`src/rtl/adc_channel_sequencer.sv`:
```
// adc_channel_sequencer
//   Walks the enabled ADC channels of a frame in ascending order. For each
//   channel: select the analog mux, wait for it to settle, pulse the SAR
//   start, wait for end-of-conversion (or a timeout), then present the
//   result to the FIFO for one cycle.
//
// Ports
//   SAMPLE_CLK    in   sole clock, rising edge
//   NRST_sync     in   asynchronous active-low reset
//   ENSAMP_sync   in   sampling enable; low aborts any frame to IDLE
//   FRAME_TRIG    in   single-cycle frame-start tick
//   CHEN[7:0]     in   channel enable mask, latched at frame start
//   ADC_EOC       in   SAR end-of-conversion strobe
//   ADC_DOUT[15:0] in  SAR result, valid with ADC_EOC
//   ADC_START     out  single-cycle conversion start pulse
//   ATMCHSEL[7:0] out  one-hot mux / FIFO word select (0 when idle)
//   RESULT[15:0]  out  conversion result (16'hFFFF on timeout)
//   DONE          out  single-cycle result-valid strobe
//   LASTWORD      out  with DONE on the last enabled channel of the frame
//   SEQ_BUSY      out  high whenever not IDLE
//   FRAME_MISSED  out  toggles once per FRAME_TRIG dropped while busy
//   ADC_TIMEOUT   out  toggles once per conversion timeout
module adc_channel_sequencer #(
   parameter int unsigned SETTLE_CYCLES = 2,
   parameter int unsigned CONV_TIMEOUT  = 64
) (
   input  logic        SAMPLE_CLK,
   input  logic        NRST_sync,
   input  logic        ENSAMP_sync,
   input  logic        FRAME_TRIG,
   input  logic [7:0]  CHEN,
   input  logic        ADC_EOC,
   input  logic [15:0] ADC_DOUT,
   output logic        ADC_START,
   output logic [7:0]  ATMCHSEL,
   output logic [15:0] RESULT,
   output logic        DONE,
   output logic        LASTWORD,
   output logic        SEQ_BUSY,
   output logic        FRAME_MISSED,
   output logic        ADC_TIMEOUT
);

   localparam logic [7:0] SETTLE_LAST  = 8'(SETTLE_CYCLES);
   localparam logic [7:0] TIMEOUT_LAST = 8'(CONV_TIMEOUT);

   typedef enum logic [1:0] {
      IDLE,
      SETTLE,
      CONV,
      STORE
   } state_t;

   state_t      state, state_nxt;
   logic [7:0]  chen_lat, chen_lat_nxt;
   // Shared cycle counter: 1-based within SETTLE and within CONV
   // (the ADC_START cycle is CONV cycle 1).
   logic [7:0]  cnt, cnt_nxt;

   logic        adc_start_nxt;
   logic [7:0]  atmchsel_nxt;
   logic [15:0] result_nxt;
   logic        done_nxt;
   logic        lastword_nxt;
   logic        seq_busy_nxt;
   logic        frame_missed_nxt;
   logic        adc_timeout_nxt;

   logic        frame_start;
   logic        settle_done;
   logic        conv_expired;
   logic [7:0]  first_sel;
   logic [7:0]  higher_mask;
   logic [7:0]  next_sel;
   logic        sel_is_last;

   assign frame_start  = FRAME_TRIG && (CHEN != '0);
   assign settle_done  = (cnt == SETTLE_LAST);
   assign conv_expired = (cnt == TIMEOUT_LAST);

   // x & -x isolates the lowest set bit.
   assign first_sel    = CHEN & (~CHEN + 8'd1);
   // Latched channels strictly above the current one-hot select; for bit 7
   // the shift wraps to 0 and the mask correctly becomes empty.
   assign higher_mask  = chen_lat & ~(8'(ATMCHSEL << 1) - 8'd1);
   assign next_sel     = higher_mask & (~higher_mask + 8'd1);
   assign sel_is_last  = (higher_mask == '0);

   // State register (and all registered outputs)
   always_ff @(posedge SAMPLE_CLK or negedge NRST_sync) begin
      if (!NRST_sync) begin
         state        <= IDLE;
         chen_lat     <= '0;
         cnt          <= '0;
         ADC_START    <= 1'b0;
         ATMCHSEL     <= '0;
         RESULT       <= '0;
         DONE         <= 1'b0;
         LASTWORD     <= 1'b0;
         SEQ_BUSY     <= 1'b0;
         FRAME_MISSED <= 1'b0;
         ADC_TIMEOUT  <= 1'b0;
      end else begin
         state        <= state_nxt;
         chen_lat     <= chen_lat_nxt;
         cnt          <= cnt_nxt;
         ADC_START    <= adc_start_nxt;
         ATMCHSEL     <= atmchsel_nxt;
         RESULT       <= result_nxt;
         DONE         <= done_nxt;
         LASTWORD     <= lastword_nxt;
         SEQ_BUSY     <= seq_busy_nxt;
         FRAME_MISSED <= frame_missed_nxt;
         ADC_TIMEOUT  <= adc_timeout_nxt;
      end
   end

   // Next-state logic
   always_comb begin
      state_nxt    = state;
      cnt_nxt      = cnt;
      chen_lat_nxt = chen_lat;
      if (!ENSAMP_sync) begin
         state_nxt = IDLE;
         cnt_nxt   = '0;
      end else begin
         case (state)
            IDLE: begin
               if (frame_start) begin
                  state_nxt    = SETTLE;
                  cnt_nxt      = 8'd1;
                  chen_lat_nxt = CHEN;
               end
            end
            SETTLE: begin
               if (settle_done) begin
                  state_nxt = CONV;
                  cnt_nxt   = 8'd1;
               end else begin
                  cnt_nxt = cnt + 8'd1;
               end
            end
            CONV: begin
               if (ADC_EOC || conv_expired) begin
                  state_nxt = STORE;
                  cnt_nxt   = '0;
               end else begin
                  cnt_nxt = cnt + 8'd1;
               end
            end
            STORE: begin
               if (LASTWORD) begin
                  state_nxt = IDLE;
               end else begin
                  state_nxt = SETTLE;
                  cnt_nxt   = 8'd1;
               end
            end
            default: begin
               state_nxt = IDLE;
               cnt_nxt   = '0;
            end
         endcase
      end
   end

   // Output logic: computes the value each output takes after the next edge,
   // so every output comes straight from a flop.
   always_comb begin
      adc_start_nxt    = 1'b0;
      done_nxt         = 1'b0;
      lastword_nxt     = 1'b0;
      atmchsel_nxt     = ATMCHSEL;
      result_nxt       = RESULT;
      frame_missed_nxt = FRAME_MISSED;
      adc_timeout_nxt  = ADC_TIMEOUT;
      seq_busy_nxt     = (state_nxt != IDLE);
      if (!ENSAMP_sync) begin
         atmchsel_nxt = '0;
         result_nxt   = '0;
      end else begin
         if (FRAME_TRIG && (state != IDLE)) begin
            frame_missed_nxt = ~FRAME_MISSED;
         end
         case (state)
            IDLE: begin
               atmchsel_nxt = frame_start ? first_sel : '0;
            end
            SETTLE: begin
               adc_start_nxt = settle_done;
            end
            CONV: begin
               // EOC takes priority over a timeout landing in the same cycle.
               if (ADC_EOC) begin
                  result_nxt   = ADC_DOUT;
                  done_nxt     = 1'b1;
                  lastword_nxt = sel_is_last;
               end else if (conv_expired) begin
                  result_nxt      = '1;
                  adc_timeout_nxt = ~ADC_TIMEOUT;
                  done_nxt        = 1'b1;
                  lastword_nxt    = sel_is_last;
               end
            end
            STORE: begin
               atmchsel_nxt = LASTWORD ? '0 : next_sel;
            end
            default: begin
               atmchsel_nxt = '0;
            end
         endcase
      end
   end

endmodule

```
`config.mk`:
```
export PLATFORM = sky130hd
export DESIGN_NAME = adc_channel_sequencer
export DESIGN_NICKNAME = d
export VERILOG_FILES = /design/src/rtl/adc_channel_sequencer.sv
export SDC_FILE = /design/constraint.sdc
export NUM_CORES = 1
export LEC_CHECK = 0
export ABC_CLOCK_PERIOD_IN_PS = 2600
export CAP_MARGIN = 10
export CORE_MARGIN = 4
export CORE_UTILIZATION = 46
export DETAILED_ROUTE_END_ITERATION = 7
export GPL_TIMING_DRIVEN = 0
export HOLD_SLACK_MARGIN = 0.12
export PLACE_DENSITY = 0.74
export SLEW_MARGIN = 20
export SYNTH_ARGS = -nofsm -noshare
export SYNTH_HDL_FRONTEND = slang
export SYNTH_SLANG_ARGS = --single-unit
```
`constraint.sdc`:
```
create_clock -name SAMPLE_CLK -period 2.6 [get_ports SAMPLE_CLK]
set_input_delay 0.52 -clock SAMPLE_CLK [delete_from_list [all_inputs] [get_ports SAMPLE_CLK]]
set_output_delay 0.52 -clock SAMPLE_CLK [all_outputs]
set_load 0.005 [all_outputs]
```
==> results.py <==
metrics = {
    "critical_path": {
        "rr_endpoint": "cnt[6]",
        "cp-start-kind": "input port",
        "cp_cell_sequence": "clkdlybuf4s50_1, or4_1, o211ai_2, o2bb2ai_2, o211ai_1",
        "r2r-start": "cnt[0]",
        "crit_path_top_delay_cell": "or4_1",
        "required_ns": 2.76,
        "r2r_cells": 6,
        "crit_path_end_kind": "register",
        "cp.arrival_ns": 2.50,
        "cp_max_fo": 8,
        "cp_slowest_stage_delay_ns": 0.63,
        "critical_path_class": "input port to register",
        "rrSetupSlack_ns": 0.36,
    },
    "clock_tree": {
        "clock_path_buffers": 2,
        "h-tree-depth": 2,
        "root_buffer": "clkbuf_8",
        "clkSlewWorstSetupHoldPaths_ns": 0.09,
        "cts_buffers": 5,
        "cts_resized": 0,
        "cts_setup_buffers": 0,
        "insertion_delay_ns": 0.30,
        "cts_tree": "built",
        "clock-sinks": 47,
        "cts_hold_buf": 0,
    },
    "finish": {
        "drive_gt1_share_pct": 7.46,
        "layout_commonest_cell": "clkdlybuf4s50_1",
        "finalNetCount": 372,
        "antenna_cells": 0,
        "syn2layout_area_growth_pct": 30.9,
        "fill_cells": 462,
        "final_cell_mix": "57 x clkdlybuf4s50_1, 47 x dfrtp_1, 23 x nand2_1",
    },
    "route": {
        "wirelength_mm": 6.44,
        "drc_errors": 0,
        "wire_per_inst_microns": 15.8,
        "via_per_inst": 5.54,
        "drt_pass1_iterations": 4,
        "drtIter0Drc": 189,
        "ant_nets": 0,
        "vias": 2253,
    },
    "placement": {
        "io_buffers": 58,
        "place_ws_ns": -0.0465,
        "place.gp.congestion": 0.883,
        "place.detailed.hpwl_mm": 4.84,
    },
    "floorplan": {
        "core.rowCount": 27,
        "ios": 59,
        "core_area_sq_mm": 0.00554,
        "die_w_microns": 83.9,
        "start_util_pct": 47.8,
        "dieArea_sq_mm": 0.00704,
        "die_y_microns": 83.9,
    },
    "timing": {
        "fmax_mhz": 428,
        "finalClockSkew_ns": 0.0105,
        "finalSetupViolations": 0,
        "rsz0062_at_grt": "no",
        "tightest_slew_ns": 0.671,
        "worst_slack_ns": 0.262,
        "layout_min_cycle_time_ns": 2.34,
        "slew_viol_final": 0,
        "hold_slack_ns": 0.136,
        "finalHoldViolations": 0,
        "fin_crit_sh_pct": 89.9,
        "slew_headroom_pct": 54.7,
    },
    "synth": {
        "synth_top_flop_cell": "dfrtp_1",
        "synth_edf_count": 0,
        "synth_cells": 268,
        "synth_top_cell_by_area": "dfrtp_1",
        "yosysSeqAreaShare_pct": 44.4,
        "async_flop_share_pct": 100,
        "syn_area_sq_mm": 0.00265,
        "synth.distinct_cells": 57,
        "synth-seq-cells": 47,
        "synth_top_cell_area_share_pct": 44.4,
        "syn_avg_cell_area_sq_um": 9.88,
        "netlist_top_cells_area": "dfrtp_1 44%, o2bb2ai_1 5.6%, nor2b_1 5.2%",
        "ys_warn_count": 0,
        "syn-num-nets": 306,
    },
    "run_status": {
        "outcome": "completed",
    },
    "global_route": {
        "grt_pass1_wl_mm": 10.9,
        "grt_start_max_net_pins": 32,
        "overflow": 0,
        "antenna_found_initial": 0,
        "grt_util_all_layers_pct": 18.9,
        "grt_pass1_vias": 2246,
    },
    "power_and_ir_drop": {
        "power.total_mw": 1.70,
        "p_leak_nw": 1.49,
        "p_per_area_mw_per_mm2": 489,
        "peakVddDrop_v": 0.000303,
    },
    "hold_path": {
        "hp-class": "input port to asynchronous set/reset pin",
    },
    "job": {
        "max_cap_viol_count": 0,
    },
}
-- per-stage QoR --
step / cell area (sq um) / TNS, ns / util (%) / instances
final: 3470 / 0 / 62.6 / 407
after global routing: 3470 / 0 / 62.6 / 407
after CTS: 3470 / 0 / 62.6 / 407
after detailed placement: 3330 / -0.203 / 60.2 / 399
after global placement: 3320 / -17.06 / 59.9 / 398
after floorplan: 2650 / 0 / - / 268
-- routing by layer --
metal | wire length (microns) | share of wire (%) | vias to the layer above | global-route usage (%)
met3 | 320 | 5.0 | 5 | 3.85
met2 | 3190 | 50 | 61 | 31.7
met4 | 59 | 0.92 | 0 | 4.24
li1 | - | - | 1115 | -
met1 | 2870 | 45 | 1072 | 25.1
met5 | 0 | 0 | - | 0
-- power by group --
group | internal [mW] | leakage [nW] | switching, mW | total, mW
Clock | 0.384 | 0.0654 | 0.243 | 0.627
Sequential | 0.769 | 0.639 | 0.0347 | 0.804
Combinational | 0.131 | 0.786 | 0.134 | 0.265
Total | 1.28 | 1.49 | 0.412 | 1.70
-- worst max-delay path, delay by kind of cell --
| family | cells | cell delay, ns |
|---|---|---|
| simple gates | 1 | 0.63 |
| compound gates | 3 | 0.86 |
| buf+inv | 1 | 0.50 |
-- synthesized netlist by cell type, drive strengths merged, types with 2 or more instances --
cell     number
nand2b        6
nand2        24
o211ai       12
a21oi         5
a22oi         2
nor2          6
or4           4
a31oi         2
clkbuf        5
a21o          2
o31ai         5
nor3          6
o21a          2
inv          16
or3           3
ha            9
mux2          2
nand3        13
o21ai        11
nor2b        22
xor2          2
a32oi         2
or2           5
buf           6
o2bb2ai      18
and3          6
and2          2
nor4          2
dfrtp        47
and4b         2
-- area by class of cell --
type	instances	area [sq um]	share of cell area [%]
well taps	72	90.1	2.60
repair buffers	59	596	17.2
multi-input cells	194	1350	38.9
flip-flops and latches	47	1180	33.9
clock inverters	2	60.1	1.73
plain buffers	11	65.1	1.88
clock buffers	6	72.6	2.09
inverters	16	60.1	1.73
-- state kept, by name, indices dropped and copies added, names as in the netlist --
name          count
LASTWORD          1
SEQ_BUSY          1
DONE              1
chen_lat          7
ATMCHSEL          8
FRAME_MISSED      1
ADC_TIMEOUT       1
state             2
ADC_START         1
cnt               8
RESULT           16
-- worst max-delay path by stage --
stage                  to  slack, ns  cells past startpoint       from
2_1_floorplan      cnt[7]       0.71                      4    CHEN[2]
3_3_place_gp   RESULT[10]      -0.36                      1  NRST_sync
3_5_place_dp       cnt[6]      -0.05                      5    CHEN[1]
4_1_cts            cnt[6]       0.27                      5    CHEN[1]
5_1_grt            cnt[6]       0.14                      6     cnt[0]
6_report           cnt[6]       0.26                      5    CHEN[1]
-- kinds of logic after synthesis --
kind of cell | share of synthesized area (%)
AO/OA/AOI/OAI | 22.2
XOR/XNOR | 0.992
adder cells (fa/ha/maj) | 4.25
buffers and inverters | 4.72
flip-flops | 44.4
multiplexers | 1.23
AND/OR/NAND/NOR | 22.2
No activity file was read; power rests on OpenSTA's default activity.
